`src/rtl/cordic_arb_pkg.sv`:
```
// Shared widths, default watchdog limit and FSM state encoding for cordic_arbiter.
package cordic_arb_pkg;

  localparam int unsigned XY_W_DEF    = 22;
  localparam int unsigned ANG_W_DEF   = 25;
  localparam int unsigned TIMEOUT_DEF = 40;

  typedef enum logic [2:0] {
    ST_IDLE    = 3'd0,
    ST_START   = 3'd1,
    ST_WAIT    = 3'd2,
    ST_CAPTURE = 3'd3,
    ST_DONE    = 3'd4
  } state_e;

endpackage

```
`src/rtl/cordic_arbiter_rr.sv`:
```
// rr_arbiter: combinational round-robin pick of the first set request at or after ptr_i.
module rr_arbiter #(
  parameter int unsigned NUM_REQ = 4
) (
  input  logic [NUM_REQ-1:0]         req_i,
  input  logic [$clog2(NUM_REQ)-1:0] ptr_i,
  output logic [NUM_REQ-1:0]         gnt_o,
  output logic [$clog2(NUM_REQ)-1:0] idx_o
);

  localparam int unsigned IDX_W = $clog2(NUM_REQ);

  int unsigned      pos;
  logic [IDX_W-1:0] pos_idx;
  logic             found;

  // Walk upward from the pointer with wrap; the first hit wins.
  always_comb begin
    gnt_o   = '0;
    idx_o   = '0;
    pos     = 0;
    pos_idx = '0;
    found   = 1'b0;
    for (int unsigned i = 0; i < NUM_REQ; i++) begin
      pos = 32'(ptr_i) + i;
      if (pos >= NUM_REQ) pos = pos - NUM_REQ;
      pos_idx = IDX_W'(pos);
      if (!found && req_i[pos_idx]) begin
        found          = 1'b1;
        gnt_o[pos_idx] = 1'b1;
        idx_o          = pos_idx;
      end
    end
  end

endmodule

```
`src/rtl/cordic_arbiter.sv`:
```
// Round-robin sharing of one CORDIC engine among NUM_REQ requesters.
// Optional WAIT watchdog enabled by defining CORDIC_ARB_TIMEOUT_EN.
module cordic_arbiter
  import cordic_arb_pkg::*;
#(
  parameter int unsigned NUM_REQ = 4,
  parameter int unsigned XY_W    = XY_W_DEF,
  parameter int unsigned ANG_W   = ANG_W_DEF,
  parameter int unsigned TIMEOUT = TIMEOUT_DEF
) (
  input  logic                       clk,
  input  logic                       rst,
  input  logic [NUM_REQ-1:0]         req,
  input  logic [NUM_REQ*XY_W-1:0]    req_x,
  input  logic [NUM_REQ*XY_W-1:0]    req_y,
  input  logic [NUM_REQ*ANG_W-1:0]   req_angle,
  output logic [NUM_REQ-1:0]         resp_done,
  output logic                       resp_err,
  output logic [XY_W-1:0]            resp_x,
  output logic [XY_W-1:0]            resp_y,
  output logic [ANG_W-1:0]           resp_angle,
  output logic                       busy,
  output logic [$clog2(NUM_REQ)-1:0] owner,
  output logic                       cordic_start,
  output logic [XY_W-1:0]            cordic_x,
  output logic [XY_W-1:0]            cordic_y,
  output logic [ANG_W-1:0]           cordic_angle,
  input  logic                       cordic_finish,
  input  logic [XY_W-1:0]            cordic_out_x,
  input  logic [XY_W-1:0]            cordic_out_y,
  input  logic [ANG_W-1:0]           cordic_out_angle
);

  localparam int unsigned IDX_W = $clog2(NUM_REQ);

  state_e             state_q;
  logic [IDX_W-1:0]   rr_ptr_q, rr_ptr_d;
  logic [IDX_W-1:0]   owner_q;
  logic [NUM_REQ-1:0] done_d;
  logic [NUM_REQ-1:0] resp_done_q;
  logic [XY_W-1:0]    resp_x_q, resp_y_q, cordic_x_q, cordic_y_q;
  logic [ANG_W-1:0]   resp_angle_q, cordic_angle_q;
  logic               busy_q, cordic_start_q;
  logic [NUM_REQ-1:0] gnt_c;
  logic [IDX_W-1:0]   gnt_idx_c;

`ifdef CORDIC_ARB_TIMEOUT_EN
  localparam int unsigned CNT_W = $clog2(TIMEOUT + 1);
  logic [CNT_W-1:0] wcnt_q;
  logic             resp_err_q;
  assign resp_err = resp_err_q;
`else
  logic unused_timeout;
  assign unused_timeout = (TIMEOUT == 0);
  assign resp_err       = 1'b0;
`endif

  rr_arbiter #(.NUM_REQ(NUM_REQ)) u_rr (
    .req_i (req),
    .ptr_i (rr_ptr_q),
    .gnt_o (gnt_c),
    .idx_o (gnt_idx_c)
  );

  assign rr_ptr_d = (owner_q == IDX_W'(NUM_REQ - 1)) ? '0 : owner_q + 1'b1;
  assign done_d   = NUM_REQ'(1) << owner_q;

  always_ff @(posedge clk or posedge rst) begin
    if (rst) begin
      state_q        <= ST_IDLE;
      rr_ptr_q       <= '0;
      owner_q        <= '0;
      busy_q         <= 1'b0;
      cordic_start_q <= 1'b0;
      cordic_x_q     <= '0;
      cordic_y_q     <= '0;
      cordic_angle_q <= '0;
      resp_done_q    <= '0;
      resp_x_q       <= '0;
      resp_y_q       <= '0;
      resp_angle_q   <= '0;
`ifdef CORDIC_ARB_TIMEOUT_EN
      wcnt_q         <= '0;
      resp_err_q     <= 1'b0;
`endif
    end else begin
      cordic_start_q <= 1'b0;
      resp_done_q    <= '0;
      case (state_q)
        ST_IDLE: begin
          if (|gnt_c) begin
            owner_q        <= gnt_idx_c;
            cordic_x_q     <= req_x[32'(gnt_idx_c)*XY_W +: XY_W];
            cordic_y_q     <= req_y[32'(gnt_idx_c)*XY_W +: XY_W];
            cordic_angle_q <= req_angle[32'(gnt_idx_c)*ANG_W +: ANG_W];
            cordic_start_q <= 1'b1;
            busy_q         <= 1'b1;
            state_q        <= ST_START;
          end
        end
        ST_START: begin
`ifdef CORDIC_ARB_TIMEOUT_EN
          wcnt_q  <= '0;
`endif
          state_q <= ST_WAIT;
        end
        // Finish left high by the previous op is cleared by the engine on start.
        ST_WAIT: begin
          if (cordic_finish) begin
            state_q <= ST_CAPTURE;
`ifdef CORDIC_ARB_TIMEOUT_EN
          end else if (wcnt_q == CNT_W'(TIMEOUT)) begin
            resp_x_q     <= '0;
            resp_y_q     <= '0;
            resp_angle_q <= '0;
            resp_err_q   <= 1'b1;
            resp_done_q  <= done_d;
            state_q      <= ST_DONE;
          end else begin
            wcnt_q <= wcnt_q + 1'b1;
`endif
          end
        end
        ST_CAPTURE: begin
          resp_x_q     <= cordic_out_x;
          resp_y_q     <= cordic_out_y;
          resp_angle_q <= cordic_out_angle;
`ifdef CORDIC_ARB_TIMEOUT_EN
          resp_err_q   <= 1'b0;
`endif
          resp_done_q  <= done_d;
          state_q      <= ST_DONE;
        end
        ST_DONE: begin
          rr_ptr_q <= rr_ptr_d;
          busy_q   <= 1'b0;
          state_q  <= ST_IDLE;
        end
        default: begin
          busy_q  <= 1'b0;
          state_q <= ST_IDLE;
        end
      endcase
    end
  end

  assign resp_done    = resp_done_q;
  assign resp_x       = resp_x_q;
  assign resp_y       = resp_y_q;
  assign resp_angle   = resp_angle_q;
  assign busy         = busy_q;
  assign owner        = owner_q;
  assign cordic_start = cordic_start_q;
  assign cordic_x     = cordic_x_q;
  assign cordic_y     = cordic_y_q;
  assign cordic_angle = cordic_angle_q;

endmodule

```
`config.mk`:
```
export PLATFORM = sky130hd
export DESIGN_NAME = cordic_arbiter
export DESIGN_NICKNAME = d
export VERILOG_FILES = /design/src/rtl/cordic_arb_pkg.sv /design/src/rtl/cordic_arbiter_rr.sv /design/src/rtl/cordic_arbiter.sv
export SDC_FILE = /design/constraint.sdc
export NUM_CORES = 1
export LEC_CHECK = 0
export CORE_AREA = 2 2 192 194
export CTS_CLUSTER_DIAMETER = 100
export CTS_CLUSTER_SIZE = 30
export DETAILED_ROUTE_END_ITERATION = 10
export DIE_AREA = 0 0 194 196
export GPL_ROUTABILITY_DRIVEN = 1
export PLACE_DENSITY = 0.62
export SKIP_CTS_REPAIR_TIMING = 1
export SLEW_MARGIN = 20
export SYNTH_ARGS = -nofsm -noshare
export SYNTH_HDL_FRONTEND = slang
export SYNTH_HIERARCHICAL = 1
export SYNTH_SLANG_ARGS = --single-unit
```
`constraint.sdc`:
```
create_clock -name clk -period 6 [get_ports clk]
set_input_delay 1.8 -clock clk [delete_from_list [all_inputs] [get_ports clk]]
set_output_delay 1.8 -clock clk [all_outputs]
set_load 0.02 [all_outputs]
```
## After elaboration in Yosys (flattened, before gate mapping)

Cells that the tools add are included.

- Flip-flop bits (word level): 151
- Input bits: 352
- Output and inout bits: 147
- Word-level logic and storage cells: 105

- $add $sub $neg: 8
- Multipliers: 2
- Order comparisons: 12
- Eq/ne operators: 7
- Shifts and indexed selects: 4
- Muxes and demuxes: 40
- Bitwise operators: 4
- Reduce and logical (&&, ||, !) cells: 16

Operators by type and width:

| operator | count |
|---|---|
| 88-bit by 8-bit variable part select with 22-bit output | 2 |
| 100-bit by 8-bit variable part select with 25-bit output | 1 |
| 4-bit 2-to-1 mux | 5 |
| 2-bit 2-to-1 mux | 9 |
| 1-bit 2-to-1 mux | 14 |
| 2-bit by 3-bit less-than comparator with 1-bit output (second input constant) | 4 |
| 4-bit OR | 3 |
| 3-bit one-hot mux with 4 select lines | 1 |
| 3-bit >= comparator (second input constant) | 3 |
| 1-bit binary-select mux with 2-bit select | 4 |
| 1-bit demux with 2-bit select | 4 |
| 2-bit by 1-bit >= comparator with 1-bit output (second input constant) | 4 |
| 2-bit by 1-bit subtractor with 2-bit output (second input constant) | 4 |
| 1-bit logical AND | 7 |
| 2-bit by 5-bit multiplier with 7-bit output (second input constant) | 1 |
| 2-bit by 2-bit adder with 3-bit output (second input constant) | 2 |
| 3-bit by 2-bit equality test with 1-bit output (second input constant) | 2 |
| 2-bit by 4-bit multiplier with 6-bit output (second input constant) | 1 |
| 3-bit 2-to-1 mux | 2 |
| 2-bit AND reduction | 3 |
| 2-bit != test (second input constant) | 2 |
| 4-bit OR reduction | 1 |
| 1-bit by 2-bit << shifter with 4-bit output (first input constant) | 1 |
| 2-bit by 1-bit adder with 3-bit output (second input constant) | 1 |
| other kinds (10) | 12 |

## Longest topological paths before layout

Gate-level depths: netlist of run 1.

- Word-level depth: 17
- Gate-level depth with buffers: 12
- Mapped depth without buffers: 9

## By module

The synthesis of run 1 kept the hierarchy.

Modules (own cells, without submodules):

| module | instances | cells each | area each (um2) |
|---|---|---|---|
| cordic_arbiter | 1 | 421 | 7618.6 |
| rr_arbiter | 1 | 48 | 404.1 |

## Worst setup path after synthesis of run 1

OpenSTA, ideal clock, no wires.

- Kind: input to register
- Start point: input port req[2]
- End point: register cordic_angle_q[0], in the netlist cordic_angle[0]
- Setup time: 0.125 ns
- Data arrival time: 4.070 ns
- Slack: 1.805 ns
- Cell stages on the path: 8
- Buffers on the path: 2
- Path through: mux4_2 nor2b_1 o21ai_0 o31ai_1 clkbuf_1 buf_2 mux4_2 mux2_4

- Cells in the longest elaborated chain, start to end: 14
- Elaborated cells between the ends (all ways): 32
- Those cells by class: mul (1); shift (1); mux (19); bitwise (3); reduce/logical (8)

RTL lines:

| what | line | source |
|---|---|---|
| start: declaration | cordic_arbiter.sv:13 | `input logic [NUM_REQ-1:0] req,` |
| 1-bit binary-select mux with 2-bit select | cordic_arbiter_rr.sv:28 | `if (!found && req_i[pos_idx]) begin` |
| 1-bit 2-to-1 mux (not written as such) | cordic_arbiter_rr.sv:28 |  |
| 1-bit 2-to-1 mux | cordic_arbiter_rr.sv:28 |  |
| 1-bit logical NOT | cordic_arbiter_rr.sv:28 |  |
| 1-bit logical AND | cordic_arbiter_rr.sv:28 |  |
| 1-bit 2-to-1 mux | cordic_arbiter_rr.sv:28 |  |
| 1-bit logical NOT | cordic_arbiter_rr.sv:28 |  |
| 1-bit logical AND | cordic_arbiter_rr.sv:28 |  |
| 1-bit 2-to-1 mux | cordic_arbiter_rr.sv:28 |  |
| 1-bit logical NOT | cordic_arbiter_rr.sv:28 |  |
| 1-bit logical AND | cordic_arbiter_rr.sv:28 |  |
| 2-bit 2-to-1 mux * | cordic_arbiter_rr.sv:28 |  |
| via gnt_idx_c[0] | cordic_arbiter.sv:45 | `logic [IDX_W-1:0] gnt_idx_c;` |
| 2-bit by 5-bit multiplier with 7-bit output * | cordic_arbiter.sv:95 | `cordic_angle_q <= req_angle[32'(gnt_idx_c)*ANG_W +: ANG_W];` |
| 100-bit by 8-bit variable part select with 25-bit output * | cordic_arbiter.sv:95 |  |
| end signal: assignment | cordic_arbiter.sv:95 |  |
| end: declaration | cordic_arbiter.sv:42 | `logic [ANG_W-1:0] resp_angle_q, cordic_angle_q;` |

The timed path passes the listed nets; every way through them passes the cells marked *. The select of a mux whose other input is x is not followed.
A chain may end at the register's enable or synchronous reset.

## Worst setup path in the final report of run 1

- Start point: input port req[2]
- End point: register cordic_x_q[7], in the netlist cordic_x[7]

- Cells in the longest elaborated chain, start to end: 14
- Elaborated cells between the ends (all ways): 32
- Those cells by class: mul (1); shift (1); mux (19); bitwise (3); reduce/logical (8)

RTL lines:

| what | line | source |
|---|---|---|
| 1-bit binary-select mux with 2-bit select | cordic_arbiter_rr.sv:28 |  |
| 1-bit 2-to-1 mux (not written as such) | cordic_arbiter_rr.sv:28 |  |
| 1-bit 2-to-1 mux | cordic_arbiter_rr.sv:28 |  |
| 1-bit logical NOT | cordic_arbiter_rr.sv:28 |  |
| 1-bit logical AND | cordic_arbiter_rr.sv:28 |  |
| 1-bit 2-to-1 mux | cordic_arbiter_rr.sv:28 |  |
| 1-bit logical NOT | cordic_arbiter_rr.sv:28 |  |
| 1-bit logical AND | cordic_arbiter_rr.sv:28 |  |
| 1-bit 2-to-1 mux | cordic_arbiter_rr.sv:28 |  |
| 1-bit logical NOT | cordic_arbiter_rr.sv:28 |  |
| 1-bit logical AND | cordic_arbiter_rr.sv:28 |  |
| 4-bit 2-to-1 mux * | cordic_arbiter_rr.sv:28 |  |
| via gnt_c[2] | cordic_arbiter.sv:44 | `logic [NUM_REQ-1:0] gnt_c;` |
| 4-bit OR reduction * | cordic_arbiter.sv:91 | `if (\|gnt_c) begin` |
| 2-bit AND reduction (no source line) * | - |  |
| end signal: assignment | cordic_arbiter.sv:93 | `cordic_x_q <= req_x[32'(gnt_idx_c)*XY_W +: XY_W];` |
| end: declaration | cordic_arbiter.sv:41 | `logic [XY_W-1:0] resp_x_q, resp_y_q, cordic_x_q, cordic_y_q;` |

Marked as above.

==> results of run 1 <==
==> worst max-delay path: cells and delay by family <==
kind	cells	cell delay [ps]
simple gates	3	1220
mux	2	980
buf+inv	2	850
compound gates	2	240
==> sequential cells by signal, summed over array words and instances, names as in the netlist, 2 cells and up <==
signal,count
resp_angle,25
state_q,3
rr_ptr_q,2
cordic_angle,25
owner,2
resp_y,22
cordic_x,22
resp_done,4
cordic_y,22
resp_x,22
==> cells in the mapped netlist, drive strengths merged, types with 2 or more instances <==
master,instances
ha,9
nor2b,3
mux4,73
buf,27
clkbuf,9
nand2,2
inv,8
nor2,8
and2,4
o21ai,8
mux2,142
a22oi,8
dfrtp,151
==> area by class of cell <==
| cell class | instances | area share (%) |
|---|---|---|
| clock buffer | 21 | 3.34 |
| tap | 468 | 4.16 |
| antenna | 2 | 0.0355 |
| multi-input combinational | 274 | 28.2 |
| inverter | 8 | 0.249 |
| clock inverter | 11 | 0.995 |
| timing repair buffer | 505 | 36.2 |
| sequential | 151 | 26.8 |
==> layer usage <==
layer	track usage, %	wire length [µm]	up-vias
li1	-	-	2784
met1	17.9	11600	3112
met2	26.9	15300	357
met3	6.10	2780	40
met4	5.42	660	8
met5	0	51	-
==> cells by family after synthesis <==
group	synth area share, %
flops	47.1
xor+xnor	0.109
mux	43.7
other cells	0.0467
buf+inv	3.88
fa+ha+maj	1.40
compound gates	1.84
simple gates	1.89
==> where the power goes <==
part           internal, mW  switching, mW  total (mW)
Combinational          3.16           2.34        5.50
Clock                 0.655          0.475        1.13
Sequential             1.57          0.336        1.90
Total                  5.38           3.15        8.53
==> stage by stage <==
stage | area (µm²) | hold slack (ps) | util [%] | cells | total power, mW
2_1_floorplan | 8020 | 464 | - | 469 | 5.67
3_3_place_gp | 13500 | 488 | 37.3 | 1406 | 7.46
3_5_place_dp | 13500 | 490 | 37.3 | 1406 | 7.52
4_1_cts | 14100 | 509 | 39.0 | 1438 | 8.68
5_1_grt | 14100 | 520 | 39.0 | 1440 | 9.04
6_report | 14100 | 502 | 39.0 | 1440 | 8.53
==> worst max path at each step <==
stage,start,end,slack [ps]
global route,req[3],cordic_x[7]$_DFFE_PP0P_,1030
finish,req[2],cordic_x[7]$_DFFE_PP0P_,1190
CTS,req[3],cordic_angle[19]$_DFFE_PP0P_,1190
detailed placement,req[3],cordic_angle[19]$_DFFE_PP0P_,710
global placement,req[1],cordic_angle[12]$_DFFE_PP0P_,750
floorplan,rst,busy$_DFFE_PP0P_,140
==> results.md, run 1 <==
- Sum of negative setup slack: 0 ps
- Number of cells on the worst hold path: 1
- Critical Path, Cell by Cell: clkdlybuf4s50_1, mux4_2, nor4b_4, a22oi_1, o21ai_0, nor4_1, or4_4, buf_4, mux2_4
- Maximum buffer depth of the clock tree: 2
- Post-synth ARST share: 100%
- Master cell of the clock root buffer: clkbuf_16
- Req. time, crit path: 6320 ps
- Worst r2r dst: cordic_x[7]$_DFFE_PP0P_
- Number of max-slew violations in the final report: 0
- Final cycle utilization of the critical path: 80.1%
- Post-Syn Area per Cell: 17.1 µm²
- Cell with the largest stage delay on the worst path: or4_4
- Initial core utilization: 22.2%
- Post-detail-place hpwl: 23500 µm
- Number of buffers added by the clock tree synthesis step: 17
- Reg area: 3780 µm²
- Achievable frequency: 208 MHz
- Number of antenna violations at the first check in global routing: 9
- Most area-hungry cell type in the Yosys netlist: dfrtp_1
- CP max stage delay: 670 ps
- Library cells used by synthesis: 36
- Filler Cells Inserted: 3461
- Clock Pin Slew Worst Setup and Hold Paths: 70 ps
- Area of the die: 38000 µm²
- Largest cells by area after synthesis: dfrtp_1 (47%), mux4_2 (20%), mux2_4 (13%), mux2_2 (10%), buf_12 (1.7%)
- EDFF count, synth: 0
- Power density relative to cell area: 606 nW/µm²
- Critical path start-end classification: input port to flip-flop
- GRT Residual Overflow: 0
- Horizontal die dimension: 194 µm
- Critical path arrival: 5130 ps
- Sequential cell area fraction in the yosys report: 47.1%
- Most common flop cell mapped by yosys: dfrtp_1
- Port bufs: 497
- Number of nets at the end of the flow: 1318
- Unrepaired setup endpoints after global routing: false
- Global-route wire length before repair: 43800 µm
- Crit Path Max Fanout: 24
- Total Routed Length: 30300 µm
- FF-to-FF setup slack: 1960 ps
- Endpoint class of the critical path: flip-flop
- Multi-input combinational cell area: 3970 µm²
- Count of TritonRoute iterations in the first routing pass: 4
- Period minus WS final: 4810 ps
- Yosys warns: 6
- Synthesized netlist net count: 830
- Critical R2R Launch: rr_ptr_q[0]$_DFFE_PP0N_
- Total via count in the routed design: 6301
- Average wire per cell in the routed design: 21.1 µm
- Final hold vios: 0
- Area grow syn2layout: 75.5%
- TritonCTS clock tree: done
- Worst max-slew margin expressed relative to the limit: 36.5%
- Startpoint Class: input port
- Area inside the core boundary: 36100 µm²
- Final worst-path setup slack: 1190 ps
- Hold Path Class: flip-flop to flip-flop
- Post-synthesis cell count: 469
- Mapped Area: 8020 µm²
- Final Wtd Congestion: 0.810
- Max-cap violation count: 0
- Leakage component of the power: 5.65 nW
- Worst reg-to-reg path cell count: 10
- Setup-violating endpoint count in the final report: 0
- Number of sinks driven by the clock tree: 151
- Io pins: 499
- Area share of the leading cell type in the synthesized netlist: 47.1%
- H-tree levels: 4
- Most common cell after layout, fill and taps aside: clkdlybuf4s50_1
- Maximum resistive drop on vdd: 0.000295 V
- Vertical die dimension: 196 µm
- Most frequent cells in the layout: clkdlybuf4s50_1 (497), dfrtp_1 (151), mux2_2 (74)
- Endpoint with the worst hold slack: resp_y[10]$_DFFE_PP0P_
- Hold path startpoint: resp_y[10]$_DFFE_PP0P_
- Standard-cell rows: 70
- Count of unresolved DRC violations after routing: 0
- GR Util All Layers: 15.7%
- Number of routed nets with antenna violations: 0
- Routed via count divided by cell count: 4.38
- Setup Slack @ Placement: 705 ps
- Slew of the pin with the lowest slew margin: 952 ps
- Share of layout cells above drive strength 1: 26.8%
- Worst-skew pair later-pin latency: 440 ps
- Pin count of the biggest net entering global routing: 89
- Synthesized flop and latch total: 151
- Setup clock skew after layout: 14.3 ps
- Number of global-route vias before repair: 6688
- Result of the run: completed
- DRT iter0 DRCs: 198
Power figures use the tool's default switching activity.
==> run 2, diff against run 1 <==
==> constraint.sdc (replaced) <==
create_clock -name clk -period 4.2 [get_ports clk]
set_input_delay 1.26 -clock clk [delete_from_list [all_inputs] [get_ports clk]]
set_output_delay 1.26 -clock clk [all_outputs]
set_load 0.02 [all_outputs]
==> run 2 against run 1 <==
Net effect: non-clock buffer count grew 21; die area stayed put; sequential share of layout area down 0.47 points; critical path type unchanged; largest power group unchanged.
==> results.md, run 2 (synthesis results as in run 1) <==
- Result of the run: completed
- Clock Pin Slew Worst Setup and Hold Paths: 70 ps (about the same)
- Power density relative to cell area: 879 nW/µm² (+45%)
- Most frequent cells in the layout: clkdlybuf4s50_1 (497), dfrtp_1 (151), mux2_2 (74)
- Number of routed nets with antenna violations: 0 (unchanged)
- Critical path start-end classification: input port to flip-flop
- Worst setup endpoint: cordic_x[9]$_DFFE_PP0P_
- First element of the critical path: req[0]
- Setup-violating endpoint count in the final report: 0 (unchanged)
- Number of nets at the end of the flow: 1339 (+1.6%)
- Area grow syn2layout: 78.6%
- Library cell appearing most often on the critical path: buf_12
- Number of global-route vias before repair: 6971 (+4.2%)
- Worst max-slew margin expressed relative to the limit: 45.9% (+9.4 points)
- Critical path arrival: 4160 ps (-970 ps)
- Startpoint Class: input port
- Count of TritonRoute iterations in the first routing pass: 5 (+1)
- Leakage component of the power: 5.77 nW (+2.0%)
- Routed via count divided by cell count: 4.31 (-1.4%)
- DRT iter0 DRCs: 206 (+4.0%)
- Average wire per cell in the routed design: 20.6 µm (-2.3%)
- Total power of the final layout: 12.6 mW (+48%)
- Placed Cells: 1427 (+1.5%)
- Maximum buffer depth of the clock tree: 2 (unchanged)
- Crit. path cell count: 10 (+1)
- Post-route design area: 14300 µm² (+1.8%)
- Number of sinks driven by the clock tree: 151 (unchanged)
- Master cell of the clock root buffer: clkbuf_16
- Port bufs: 497 (unchanged)
- Achievable frequency: 261 MHz
- Total Routed Length: 30100 µm (-0.83%)
- Crit Path Max Fanout: 14 (-42%)
- Unrepaired setup endpoints after global routing: false
- Post-Place Cell Area: 13800 µm² (+2.2%)
- Initial core utilization: 22.2% (unchanged)
- Global-route wire length before repair: 43700 µm (-0.13%)
- Hold Path Class: flip-flop to flip-flop
- Setup clock skew after layout: 7.94 ps (-6.41 ps)
- Buf/Inv on CP: 3 (+1)
- GRT met2 Usage: 27.3% (+0.42 points)
- Endpoint class of the critical path: flip-flop
- Number of max-slew violations in the final report: 0 (unchanged)
- Worst reg-to-reg path cell count: 11 (+1)
- CP max stage delay: 540 ps (-130 ps)
- Cell with the largest stage delay on the worst path: mux4_2
- Area inside the core boundary: 36100 µm² (unchanged)
- Gate family responsible for the most delay along the worst path: simple AND/OR/NAND/NOR gates
- Most common cell after layout, fill and taps aside: clkdlybuf4s50_1
- Critical Path, Cell by Cell: clkdlybuf4s50_1, mux4_2, nor4b_4, a22oi_1, o21ai_1, nor4_1, or4_4, buf_12, buf_12, mux2_4
- M1 GR Usage: 17.1% (-0.83 points)
- Final worst-path setup slack: 361 ps (-832 ps)
- GRT Residual Overflow: 0 (unchanged)
- Grt met3 use: 6.24% (+0.14 points)
- Power Internal: 7.99 mW (+49%)
- Share of layout cells above drive strength 1: 28.4% (+1.6 points)
- Horizontal die dimension: 194 µm (unchanged)
- Slew of the pin with the lowest slew margin: 812 ps (-140 ps)
- Maximum resistive drop on vdd: 0.000395 V (+34%)
- Worst-skew pair later-pin latency: 430 ps (about the same)
- Filler-free cell count of the finished design: 1462 (+1.5%)
- Worst r2r dst: cordic_x[9]$_DFFE_PP0P_
- Area of the die: 38000 µm² (unchanged)
- Smallest hold slack: 502 ps (+0.319 ps)
- Count of unresolved DRC violations after routing: 0 (unchanged)
- Filler Cells Inserted: 3402 (-1.7%)
- Share of total power in combinational logic: 66.8% (+2.3 points)
- Post-detail-place hpwl: 24200 µm (+2.9%)
- Period minus WS final: 3840 ps
- Clock network power share: 12.0% (-1.2 points)
- Sum of negative setup slack: 0 ps (unchanged)
- Final Wtd Congestion: 0.770 (-4.9%)
- Standard-cell rows: 70 (unchanged)
- GRT busiest layer: met2
- Number of buffers added by the clock tree synthesis step: 17 (unchanged)
- Max-cap violation count: 0 (unchanged)
- FF-to-FF setup slack: 1030 ps (-930 ps)
- Final hold vios: 0 (unchanged)
- Number of antenna violations at the first check in global routing: 9 (unchanged)
- Portion of total power attributed to sequential cells: 21.2% (-1.1 points)
- Switching part of the total power: 36.5% (-0.43 points)
- Io pins: 499 (unchanged)
- Final cycle utilization of the critical path: 91.4%
- Psw: 4.60 mW (+46%)
- Setup Slack @ Placement: -102 ps (-807 ps)
- GR Util All Layers: 15.6% (-0.083 points)
- Req. time, crit path: 4520 ps (-1800 ps)
- Total via count in the routed design: 6306 (+0.079%)
- Critical R2R Launch: rr_ptr_q[1]$_DFFE_PP0N_
- TritonCTS clock tree: done
- Vertical die dimension: 196 µm (unchanged)
- Pin count of the biggest net entering global routing: 93 (+4.5%)
- H-tree levels: 4 (unchanged)
- Final core utilization: 39.7% (+0.70 points)
[run 2: changes by cell type in the layout (fill, tap and decap cells not counted), sizes merged]
cell / delta
clkbuf: -2
bufinv: -1
clkinv: -3
diode: +1
clkinvlp: +6
buf: +21
[run 2: how the worst min path moves through the flow]
stage | from | to | cells past startpoint
after global placement | resp_angle[14]$_DFFE_PP0P_ | resp_angle[14]$_DFFE_PP0P_ | 1
after CTS | resp_y[13]$_DFFE_PP0P_ | resp_y[13]$_DFFE_PP0P_ | 1
final | resp_y[17]$_DFFE_PP0P_ | resp_y[17]$_DFFE_PP0P_ | 1
after global routing | resp_angle[16]$_DFFE_PP0P_ | resp_angle[16]$_DFFE_PP0P_ | 1
after detailed placement | cordic_y[4]$_DFFE_PP0P_ | cordic_y[4]$_DFFE_PP0P_ | 1
after floorplan | state_q[2]$_DFFE_PP0P_ | state_q[1]$_DFFE_PP0P_ | 1
[run 2: worst register-to-register path: stages (launching register included)]
cell     delay, ps
dfrtp_1        360
inv_1           80
ha_1           390
mux4_2         390
nor4b_4        400
a22oi_1        130
o21ai_1        110
nor4_1          90
or4_4          470
buf_12         180
buf_12         170
mux2_4         310
[run 2: power groups by stage]
| stage | clock network (mW) | logic, mW | registers [mW] |
|---|---|---|---|
| 2_1_floorplan | 0 | 4.59 | 3.51 |
| 4_1_cts | 1.58 | 8.55 | 2.68 |
| 3_5_place_dp | 0 | 8.56 | 2.67 |
| 6_report | 1.51 | 8.41 | 2.67 |
| 5_1_grt | 1.63 | 8.91 | 2.78 |
| 3_3_place_gp | 0 | 8.46 | 2.68 |
[run 2: cell type report]
cell class / instances / area [µm²] / share of cell area [%]
diodes: 3 / 7.51 / 0.0524
clock buffers: 19 / 443 / 3.09
clock inverters: 13 / 123 / 0.856
inverters: 8 / 33.8 / 0.236
multi-input cells: 274 / 3970 / 27.7
flip-flops and latches: 151 / 3780 / 26.4
well taps: 468 / 586 / 4.09
repair buffers: 526 / 5390 / 37.6
[run 2: routing by layer]
metal  routed length (µm)  vias up
met5                   48        -
met4                  594        8
met2                15500      336
li1                     -     2830
met1                11300     3092
met3                 2630       40
==> run 3, diff against run 2 <==
--- a/config.mk
+++ b/config.mk
@@ -5,6 +5,7 @@
 export SDC_FILE = /design/constraint.sdc
 export NUM_CORES = 1
 export LEC_CHECK = 0
+export CAP_MARGIN = 0
 export CORE_AREA = 2 2 192 194
 export CTS_CLUSTER_DIAMETER = 100
 export CTS_CLUSTER_SIZE = 30
==> results of run 3 <==
Final layout, timing and power as in run 2 (identical DEF).
